`src/rtl/excp_pkg.sv`:
```
// excp_pkg: shared definitions for the commit/exception unit.
//   - EXC_* bit positions inside the 16-bit exception vector
//   - EXC_PRIO: resolution order, highest priority first
//   - state_e: commit FSM states
//   - is_mem_fault / is_fetch_fault: classify a one-hot winner for BADV capture
package excp_pkg;

  localparam logic [3:0] EXC_INT  = 4'd0;
  localparam logic [3:0] EXC_ADEF = 4'd1;
  localparam logic [3:0] EXC_TLBR = 4'd2;
  localparam logic [3:0] EXC_PIF  = 4'd3;
  localparam logic [3:0] EXC_PPI  = 4'd4;
  localparam logic [3:0] EXC_ADEM = 4'd5;
  localparam logic [3:0] EXC_ALE  = 4'd6;
  localparam logic [3:0] EXC_PIL  = 4'd7;
  localparam logic [3:0] EXC_PIS  = 4'd8;
  localparam logic [3:0] EXC_PME  = 4'd9;
  localparam logic [3:0] EXC_INE  = 4'd13;
  localparam logic [3:0] EXC_SYS  = 4'd14;
  localparam logic [3:0] EXC_BRK  = 4'd15;

  localparam int NUM_PRIO = 13;

  // Entry 0 is the highest priority source.
  localparam logic [3:0] EXC_PRIO [NUM_PRIO] = '{
    EXC_INT, EXC_ADEF, EXC_TLBR, EXC_PIF, EXC_PPI, EXC_INE, EXC_SYS,
    EXC_BRK, EXC_ALE, EXC_ADEM, EXC_PIL, EXC_PIS, EXC_PME
  };

  typedef enum logic [1:0] {
    IDLE  = 2'd0,
    FLUSH = 2'd1,
    DRAIN = 2'd2
  } state_e;

  // Data-side faults: BADV takes the faulting data address.
  function automatic logic is_mem_fault(input logic [15:0] onehot);
    return onehot[EXC_ALE] | onehot[EXC_ADEM] | onehot[EXC_PIL] |
           onehot[EXC_PIS] | onehot[EXC_PME];
  endfunction

  // Fetch-side faults: BADV takes the instruction PC. TLB refill is
  // treated as a fetch refill here since the vector carries no side bit.
  function automatic logic is_fetch_fault(input logic [15:0] onehot);
    return onehot[EXC_ADEF] | onehot[EXC_PIF] | onehot[EXC_PPI] |
           onehot[EXC_TLBR];
  endfunction

endpackage

```
`src/rtl/except_commit_if.sv`:
```
// except_commit_if: MEM -> commit retire bundle.
//   master: MEM stage (drives in_valid and instruction payload, reads in_ready)
//   slave : except_commit (reads payload, drives in_ready)
interface except_commit_if #(
  parameter int DATA_WIDTH   = 32,
  parameter int CSRNUM_WIDTH = 14
);
  logic                    in_valid;
  logic                    in_ready;
  logic [DATA_WIDTH-1:0]   in_pc;
  logic [15:0]             in_excp;
  logic [DATA_WIDTH-1:0]   in_badv;
  logic                    in_is_ertn;
  logic                    in_csr_wen;
  logic [CSRNUM_WIDTH-1:0] in_csr_waddr;
  logic [DATA_WIDTH-1:0]   in_csr_wdata;

  modport master (
    output in_valid, in_pc, in_excp, in_badv, in_is_ertn,
           in_csr_wen, in_csr_waddr, in_csr_wdata,
    input  in_ready
  );

  modport slave (
    input  in_valid, in_pc, in_excp, in_badv, in_is_ertn,
           in_csr_wen, in_csr_waddr, in_csr_wdata,
    output in_ready
  );
endinterface

```
`src/rtl/excp_prio_enc.sv`:
```
// excp_prio_enc: fixed-priority resolver for the 16-bit exception vector.
//   vec    in  16  raw exception vector (interrupt already merged)
//   onehot out 16  winning source only
//   any    out 1   some prioritised source is set
// Bits 10..12 are not exception sources and never win.
module excp_prio_enc
  import excp_pkg::*;
(
  input  logic [15:0] vec,
  output logic [15:0] onehot,
  output logic        any
);

  // Walk from lowest to highest priority so the last hit left standing wins.
  always_comb begin
    onehot = 16'd0;
    for (int i = NUM_PRIO - 1; i >= 0; i--) begin
      onehot = vec[EXC_PRIO[i]] ? (16'd1 << EXC_PRIO[i]) : onehot;
    end
    any = |onehot;
  end

endmodule

```
`src/rtl/except_commit.sv`:
```
// except_commit: writeback-boundary commit / exception unit.
//   clk, rst            clock, synchronous active-high reset
//   mem (slave)         retiring instruction from MEM (valid/ready handshake)
//   is_interrupt, era, trap_entry   status from the CSR file
//   etype, epc, badv_wen, badv, is_ertn, csr_wen/waddr/wdata  to the CSR file
//   flush, redirect_pc  pipeline kill and fetch redirect
//   commit_valid, commit_pc  normal retirement report
// All outputs are registered single-cycle results of the previous capture.
// After a flush the unit spends one FLUSH cycle (not ready) and then
// DRAIN_CYCLES cycles swallowing wrong-path instructions.
module except_commit
  import excp_pkg::*;
#(
  parameter int DATA_WIDTH   = 32,
  parameter int CSRNUM_WIDTH = 14,
  parameter int DRAIN_CYCLES = 3
) (
  input  logic                    clk,
  input  logic                    rst,
  except_commit_if.slave          mem,
  input  logic                    is_interrupt,
  input  logic [DATA_WIDTH-1:0]   era,
  input  logic [DATA_WIDTH-1:0]   trap_entry,
  output logic [DATA_WIDTH-1:0]   etype,
  output logic [DATA_WIDTH-1:0]   epc,
  output logic                    badv_wen,
  output logic [DATA_WIDTH-1:0]   badv,
  output logic                    is_ertn,
  output logic                    csr_wen,
  output logic [CSRNUM_WIDTH-1:0] csr_waddr,
  output logic [DATA_WIDTH-1:0]   csr_wdata,
  output logic                    flush,
  output logic [DATA_WIDTH-1:0]   redirect_pc,
  output logic                    commit_valid,
  output logic [DATA_WIDTH-1:0]   commit_pc
);

  state_e      state_r;
  logic [3:0]  drain_cnt_r;
  logic [15:0] exc_vec_s;
  logic [15:0] win_s;
  logic        trap_s;
  logic        accept_s;

  // Merge the pending interrupt into the vector as the INT source.
  always_comb begin
    exc_vec_s           = mem.in_excp;
    exc_vec_s[EXC_INT]  = mem.in_excp[EXC_INT] | is_interrupt;
    accept_s            = mem.in_valid & mem.in_ready;
  end

  excp_prio_enc u_prio (
    .vec    (exc_vec_s),
    .onehot (win_s),
    .any    (trap_s)
  );

  // Commit FSM with registered outputs; pulses default to 0 every cycle.
  always_ff @(posedge clk) begin
    if (rst) begin
      state_r      <= IDLE;
      drain_cnt_r  <= 4'd0;
      mem.in_ready <= 1'b1;
      etype        <= '0;
      epc          <= '0;
      badv_wen     <= 1'b0;
      badv         <= '0;
      is_ertn      <= 1'b0;
      csr_wen      <= 1'b0;
      csr_waddr    <= '0;
      csr_wdata    <= '0;
      flush        <= 1'b0;
      redirect_pc  <= '0;
      commit_valid <= 1'b0;
      commit_pc    <= '0;
    end else begin
      etype        <= '0;
      epc          <= '0;
      badv_wen     <= 1'b0;
      badv         <= '0;
      is_ertn      <= 1'b0;
      csr_wen      <= 1'b0;
      csr_waddr    <= '0;
      csr_wdata    <= '0;
      flush        <= 1'b0;
      redirect_pc  <= '0;
      commit_valid <= 1'b0;
      commit_pc    <= '0;

      case (state_r)
        IDLE: begin
          if (accept_s && trap_s) begin
            // Trap wins over ertn and suppresses any CSR write.
            etype       <= {{(DATA_WIDTH-16){1'b0}}, win_s};
            epc         <= mem.in_pc;
            flush       <= 1'b1;
            redirect_pc <= trap_entry;
            if (is_fetch_fault(win_s)) begin
              badv_wen <= 1'b1;
              badv     <= mem.in_pc;
            end else if (is_mem_fault(win_s)) begin
              badv_wen <= 1'b1;
              badv     <= mem.in_badv;
            end else begin
              badv_wen <= 1'b0;
            end
            state_r      <= FLUSH;
            mem.in_ready <= 1'b0;
          end else if (accept_s && mem.in_is_ertn) begin
            is_ertn      <= 1'b1;
            flush        <= 1'b1;
            redirect_pc  <= era;
            commit_valid <= 1'b1;
            commit_pc    <= mem.in_pc;
            state_r      <= FLUSH;
            mem.in_ready <= 1'b0;
          end else if (accept_s) begin
            commit_valid <= 1'b1;
            commit_pc    <= mem.in_pc;
            csr_wen      <= mem.in_csr_wen;
            csr_waddr    <= mem.in_csr_waddr;
            csr_wdata    <= mem.in_csr_wdata;
            mem.in_ready <= 1'b1;
          end else begin
            mem.in_ready <= 1'b1;
          end
        end
        FLUSH: begin
          drain_cnt_r  <= 4'(DRAIN_CYCLES - 1);
          state_r      <= DRAIN;
          mem.in_ready <= 1'b1;
        end
        DRAIN: begin
          // Accepted wrong-path instructions are dropped without any output.
          mem.in_ready <= 1'b1;
          if (drain_cnt_r == 4'd0) begin
            state_r <= IDLE;
          end else begin
            drain_cnt_r <= drain_cnt_r - 4'd1;
          end
        end
        default: begin
          state_r      <= IDLE;
          drain_cnt_r  <= 4'd0;
          mem.in_ready <= 1'b1;
        end
      endcase
    end
  end

endmodule

```
`src/flat_wrapper.sv`:
```
// flat-port wrapper written by rule: the top's interface ports become plain ports
module except_commit_flat import excp_pkg::*;
#(
  parameter int DATA_WIDTH   = 32,
  parameter int CSRNUM_WIDTH = 14,
  parameter int DRAIN_CYCLES = 3
)
  (clk, rst, is_interrupt, era, trap_entry, etype, epc, badv_wen, badv, is_ertn, csr_wen, csr_waddr, csr_wdata, flush, redirect_pc, commit_valid, commit_pc, mem_in_valid, mem_in_pc, mem_in_excp, mem_in_badv, mem_in_is_ertn, mem_in_csr_wen, mem_in_csr_waddr, mem_in_csr_wdata, mem_in_ready);
  except_commit_if #(.DATA_WIDTH(DATA_WIDTH), .CSRNUM_WIDTH(CSRNUM_WIDTH)) mem_i ();
  input  logic clk;
  input  logic rst;
  input  logic is_interrupt;
  input  logic [DATA_WIDTH-1:0] era;
  input  logic [DATA_WIDTH-1:0] trap_entry;
  output logic [DATA_WIDTH-1:0] etype;
  output logic [DATA_WIDTH-1:0] epc;
  output logic badv_wen;
  output logic [DATA_WIDTH-1:0] badv;
  output logic is_ertn;
  output logic csr_wen;
  output logic [CSRNUM_WIDTH-1:0] csr_waddr;
  output logic [DATA_WIDTH-1:0] csr_wdata;
  output logic flush;
  output logic [DATA_WIDTH-1:0] redirect_pc;
  output logic commit_valid;
  output logic [DATA_WIDTH-1:0] commit_pc;
  input wire logic [$bits(mem_i.in_valid)-1:0] mem_in_valid;
  input wire logic [$bits(mem_i.in_pc)-1:0] mem_in_pc;
  input wire logic [$bits(mem_i.in_excp)-1:0] mem_in_excp;
  input wire logic [$bits(mem_i.in_badv)-1:0] mem_in_badv;
  input wire logic [$bits(mem_i.in_is_ertn)-1:0] mem_in_is_ertn;
  input wire logic [$bits(mem_i.in_csr_wen)-1:0] mem_in_csr_wen;
  input wire logic [$bits(mem_i.in_csr_waddr)-1:0] mem_in_csr_waddr;
  input wire logic [$bits(mem_i.in_csr_wdata)-1:0] mem_in_csr_wdata;
  output wire logic [$bits(mem_i.in_ready)-1:0] mem_in_ready;
  assign mem_i.in_valid = mem_in_valid;
  assign mem_i.in_pc = mem_in_pc;
  assign mem_i.in_excp = mem_in_excp;
  assign mem_i.in_badv = mem_in_badv;
  assign mem_i.in_is_ertn = mem_in_is_ertn;
  assign mem_i.in_csr_wen = mem_in_csr_wen;
  assign mem_i.in_csr_waddr = mem_in_csr_waddr;
  assign mem_i.in_csr_wdata = mem_in_csr_wdata;
  assign mem_in_ready = mem_i.in_ready;
  except_commit #(.DATA_WIDTH(DATA_WIDTH), .CSRNUM_WIDTH(CSRNUM_WIDTH), .DRAIN_CYCLES(DRAIN_CYCLES)) u_core (.clk(clk), .rst(rst), .mem(mem_i), .is_interrupt(is_interrupt), .era(era), .trap_entry(trap_entry), .etype(etype), .epc(epc), .badv_wen(badv_wen), .badv(badv), .is_ertn(is_ertn), .csr_wen(csr_wen), .csr_waddr(csr_waddr), .csr_wdata(csr_wdata), .flush(flush), .redirect_pc(redirect_pc), .commit_valid(commit_valid), .commit_pc(commit_pc));
endmodule
```
`config.mk`:
```
export PLATFORM = sky130hd
export DESIGN_NAME = except_commit_flat
export DESIGN_NICKNAME = d
export VERILOG_FILES = /design/src/rtl/excp_pkg.sv /design/src/rtl/except_commit_if.sv /design/src/rtl/excp_prio_enc.sv /design/src/rtl/except_commit.sv /design/src/flat_wrapper.sv
export SDC_FILE = /design/constraint.sdc
export NUM_CORES = 1
export LEC_CHECK = 0
export ABC_CLOCK_PERIOD_IN_PS = 4650
export CAP_MARGIN = 15
export CELL_PAD_IN_SITES_DETAIL_PLACEMENT = 1
export CELL_PAD_IN_SITES_GLOBAL_PLACEMENT = 1
export CORE_ASPECT_RATIO = 0.9
export CORE_MARGIN = 2
export CORE_UTILIZATION = 29
export DETAILED_ROUTE_END_ITERATION = 8
export PLACE_DENSITY = 0.85
export REMOVE_ABC_BUFFERS = 1
export SYNTH_ARGS = -nofsm -noshare
export SYNTH_HDL_FRONTEND = slang
export SYNTH_HIERARCHICAL = 1
export SYNTH_SLANG_ARGS = --single-unit
```
`constraint.sdc`:
```
create_clock -name clk -period 4.65 [get_ports clk]
set_input_delay 0.93 -clock clk [delete_from_list [all_inputs] [get_ports clk]]
set_output_delay 0.93 -clock clk [all_outputs]
set_load 0.01 [all_outputs]
```
==> impl_metrics.tcl <==
set metrics [dict create \
    outcome "completed" \
    hold_viol_final 0 \
    fmax_ghz 0.2876 \
    drv_slew 0 \
    synthTopCellsByArea "dfxtp_1 (60%), and3_1 (8.8%), a22o_1 (4.2%)" \
    worst-r2r-setup-slack_ns 2.01 \
    path_buf_inv 2 \
    overflow 0 \
    cts_sinks 202 \
    track_usage 0.2151 \
    relSlewSlack 0.3691 \
    worst_pin_slew_ns 0.9463 \
    yosysTopAreaCell "dfxtp_1" \
    reg2reg_to "u_core/redirect_pc[20]" \
    syn-instance-count 611 \
    finalPower_mw 4.373 \
    cp-end-kind "register" \
    finalNetCount 1177 \
    swShare 0.2497 \
    hp-start "u_core/state_r[1]" \
    whs_path_depth 2 \
    grt_pass1_vias 6552 \
    fin_crit_ns 3.477 \
    drive_above_1_share 0.07172 \
    maxCapViolCount 0 \
    layout_commonest_cell "clkdlybuf4s50_1" \
    p_switching_mw 1.092 \
    fin_skew_ns 0.01889 \
    ios 408 \
    wl_mm 27.87 \
    rsz0062_at_grt "false" \
    setup_ws_ns 1.173 \
    timing.rr.start "u_core/state_r[0]" \
    start_util 0.2972 \
    cp.arrival_ns 3.92 \
    die-area_um2 24440 \
    drt-initial-drc-count 285 \
    crit_chain "clkdlybuf4s50_1 -> or2_2 -> or4_4 -> or4_4 -> nor3b_4 -> buf_4 -> a22o_1" \
    ys_ff_latch 202 \
    hpwlAfterDp_mm 19.99 \
    yosysTopAreaCellShare 0.6009 \
    power.share.clock 0.414 \
    fp.dieH_um 148.5 \
    ctsLongestPathBuffers 3 \
    cts_max_level 1 \
    syn_area_um2 6730 \
    cts_inserted_buffers 22 \
    cp_common_cell "or4_4" \
    dp_slack_ns 0.7240 \
    ant_nets 0 \
    root_buffer "clkbuf_16" \
    criticalPathCategory "primary input to register" \
    vias 6085 \
    intPower_mw 3.281 \
    timing.final.crit_share 0.7478 \
    grt_start_max_net_pins 58 \
    cts.clk_slew.worst_paths_ns 0.06 \
    slowest_delay_ns 0.71 \
    leakage_nw 4.617 \
    cp_top_family "simple AND/OR/NAND/NOR gates" \
    cts_setup_buffers 0 \
    seqPwrFrac 0.423 \
    grt_pass1_wl_mm 39.95 \
    num_rows 52 \
    vdd_drop_max_mv 0.2440 \
    setup_viol 0 \
    cts_tree "done" \
    place.port_buffers 388 \
    hold_class "register to register" \
    clkLatencyLatePin_ns 0.51 \
    yosys_warnings 6 \
    startpoint_type "primary input" \
    grt_antenna_before_repair 1 \
    hold_buffers 0 \
    slowest_stage "or4_4" \
    vias_per_cell 4.724 \
    post_cts_resized 0 \
    detail_route.drc_violations 0 \
    holdPathEnd "u_core/state_r[1]" \
    final_cell_mix "clkdlybuf4s50_1 (388), dfxtp_1 (202), and3_1 (95), a21oi_1 (36)" \
    reg2reg_depth 5 \
    die_w_um 164.6 \
    design.core.area_um2 22640 \
    place.gp.congestion 0.7798 \
    synth.avg_cell_area_um2 11.02 \
    worst-path-max-fanout 33 \
    powerDensity_nw_per_um2 381.1 \
    syn_to_final_growth_pct 70.50 \
    power_frac_comb 0.163 \
    firstDrtPassIters 4 \
    synth.yosys.seq_area_share 0.6009 \
    wire_per_inst_um 21.64 \
    required_ns 5.09 \
    synth_cell_types 43 \
]
==> power by group through the flow <==
| stage | registers, mW | logic, mW | clock network, mW |
|---|---|---|---|
| 3_3_place_gp | 1.88 | 0.690 | 0 |
| 4_1_cts | 1.85 | 0.719 | 1.86 |
| 3_5_place_dp | 1.89 | 0.712 | 0 |
| 6_report | 1.85 | 0.712 | 1.81 |
| 2_1_floorplan | 1.93 | 0.213 | 0 |
| 5_1_grt | 1.86 | 0.763 | 1.93 |
==> routing by layer <==
| layer | vias to the layer above | GRT usage | wire, um | share of wire |
|---|---|---|---|---|
| li1 | 2823 | - | - | - |
| met5 | - | 0 | 0 | 0 |
| met4 | 0 | 0.07391 | 1030 | 0.037 |
| met2 | 269 | 0.3839 | 13790 | 0.49 |
| met3 | 52 | 0.08394 | 2735 | 0.098 |
| met1 | 2941 | 0.2311 | 10310 | 0.37 |
==> kinds of logic after synthesis <==
logic type / count (synthesis) / synth area share
AO/OA/AOI/OAI: 108 / 0.1188
adder cells (fa/ha/maj): 6 / 0.01115
buffers and inverters: 82 / 0.07250
flip-flops: 202 / 0.6009
multiplexers: 2 / 0.002975
other: 2 / 0.001116
AND/OR/NAND/NOR: 209 / 0.1926
==> worst max-delay path by stage <==
| stage | from | to | cells after the start |
|---|---|---|---|
| floorplan | is_interrupt | u_core/badv[0] | 5 |
| global placement | is_interrupt | u_core/redirect_pc[13] | 7 |
| detailed placement | is_interrupt | u_core/redirect_pc[21] | 7 |
| CTS | is_interrupt | u_core/redirect_pc[20] | 7 |
| global route | mem_in_excp[0] | u_core/redirect_pc[20] | 7 |
| finish | is_interrupt | u_core/redirect_pc[20] | 7 |
==> area by class of cell <==
| cell class | instances | area, um2 |
|---|---|---|
| antenna | 1 | 2.502 |
| tap | 297 | 371.6 |
| fill | 2414 | 11170 |
| clock buffer | 28 | 603.1 |
| clock inverter | 11 | 145.1 |
| inverter | 8 | 30.03 |
| multi-input combinational | 344 | 2290 |
| sequential | 202 | 4044 |
| timing repair buffer | 397 | 3989 |
==> per-stage QoR <==
step | setup TNS (ns) | instance area [um2] | utilization | std cells | hold WS, ns
final | 0 | 11470 | 0.5068 | 1288 | 0.5119
after global routing | 0 | 11470 | 0.5068 | 1288 | 0.5335
after CTS | 0 | 11470 | 0.5067 | 1287 | 0.5185
after detailed placement | 0 | 10720 | 0.4736 | 1248 | 0.5092
after global placement | 0 | 10720 | 0.4736 | 1248 | 0.4791
after floorplan | -33.71 | 6336 | - | 554 | 0.4647
==> cells in the mapped netlist <==
cell type    n
buf_2        8
nor4_1       4
and3_1      95
nand4_1      3
a22oi_1      1
o211ai_2     9
clkbuf_2     1
and3b_1      1
and2_1      33
o41ai_1      1
nor2b_1      2
conb_1       2
or2_2        1
buf_6       11
dfxtp_1    202
nor3_1       3
or4b_2       2
nor4b_1      3
o311a_1      1
nor3b_1      2
o211ai_1    24
or4_1        3
and2_4       1
nor3b_2      1
buf_1        1
a21oi_1     36
mux2i_1      2
or4_4        3
nand2b_1     6
or3b_2       3
buf_4       23
nor2_1       5
nor4bb_1     1
nor4_2       1
clkbuf_1    30
nand2_1     33
nand4b_4     1
ha_1         6
and2b_1      1
a22o_1      32
inv_1        8
o21ai_0      4
and4b_1      1
==> sequential cells by signal, indices dropped and copies added (netlist names) <==
| signal | count |
|---|---|
| u_core/badv | 32 |
| u_core/commit_pc | 32 |
| u_core/csr_wdata | 32 |
| u_core/epc | 32 |
| u_core/redirect_pc | 32 |
| u_core/etype | 16 |
| u_core/csr_waddr | 14 |
| u_core/drain_cnt_r | 4 |
| u_core/state_r | 2 |
| u_core/badv_wen | 1 |
| u_core/commit_valid | 1 |
| u_core/csr_wen | 1 |
| u_core/flush | 1 |
| u_core/is_ertn | 1 |
| u_core/mem.in_ready | 1 |
==> tightest hold or removal path: stages, from the launching register on <==
cell	delay [ns]
dfxtp_1	0.32
nand2b_1	0.07
mux2i_1	0.06
Power figures use the tool's default switching activity.
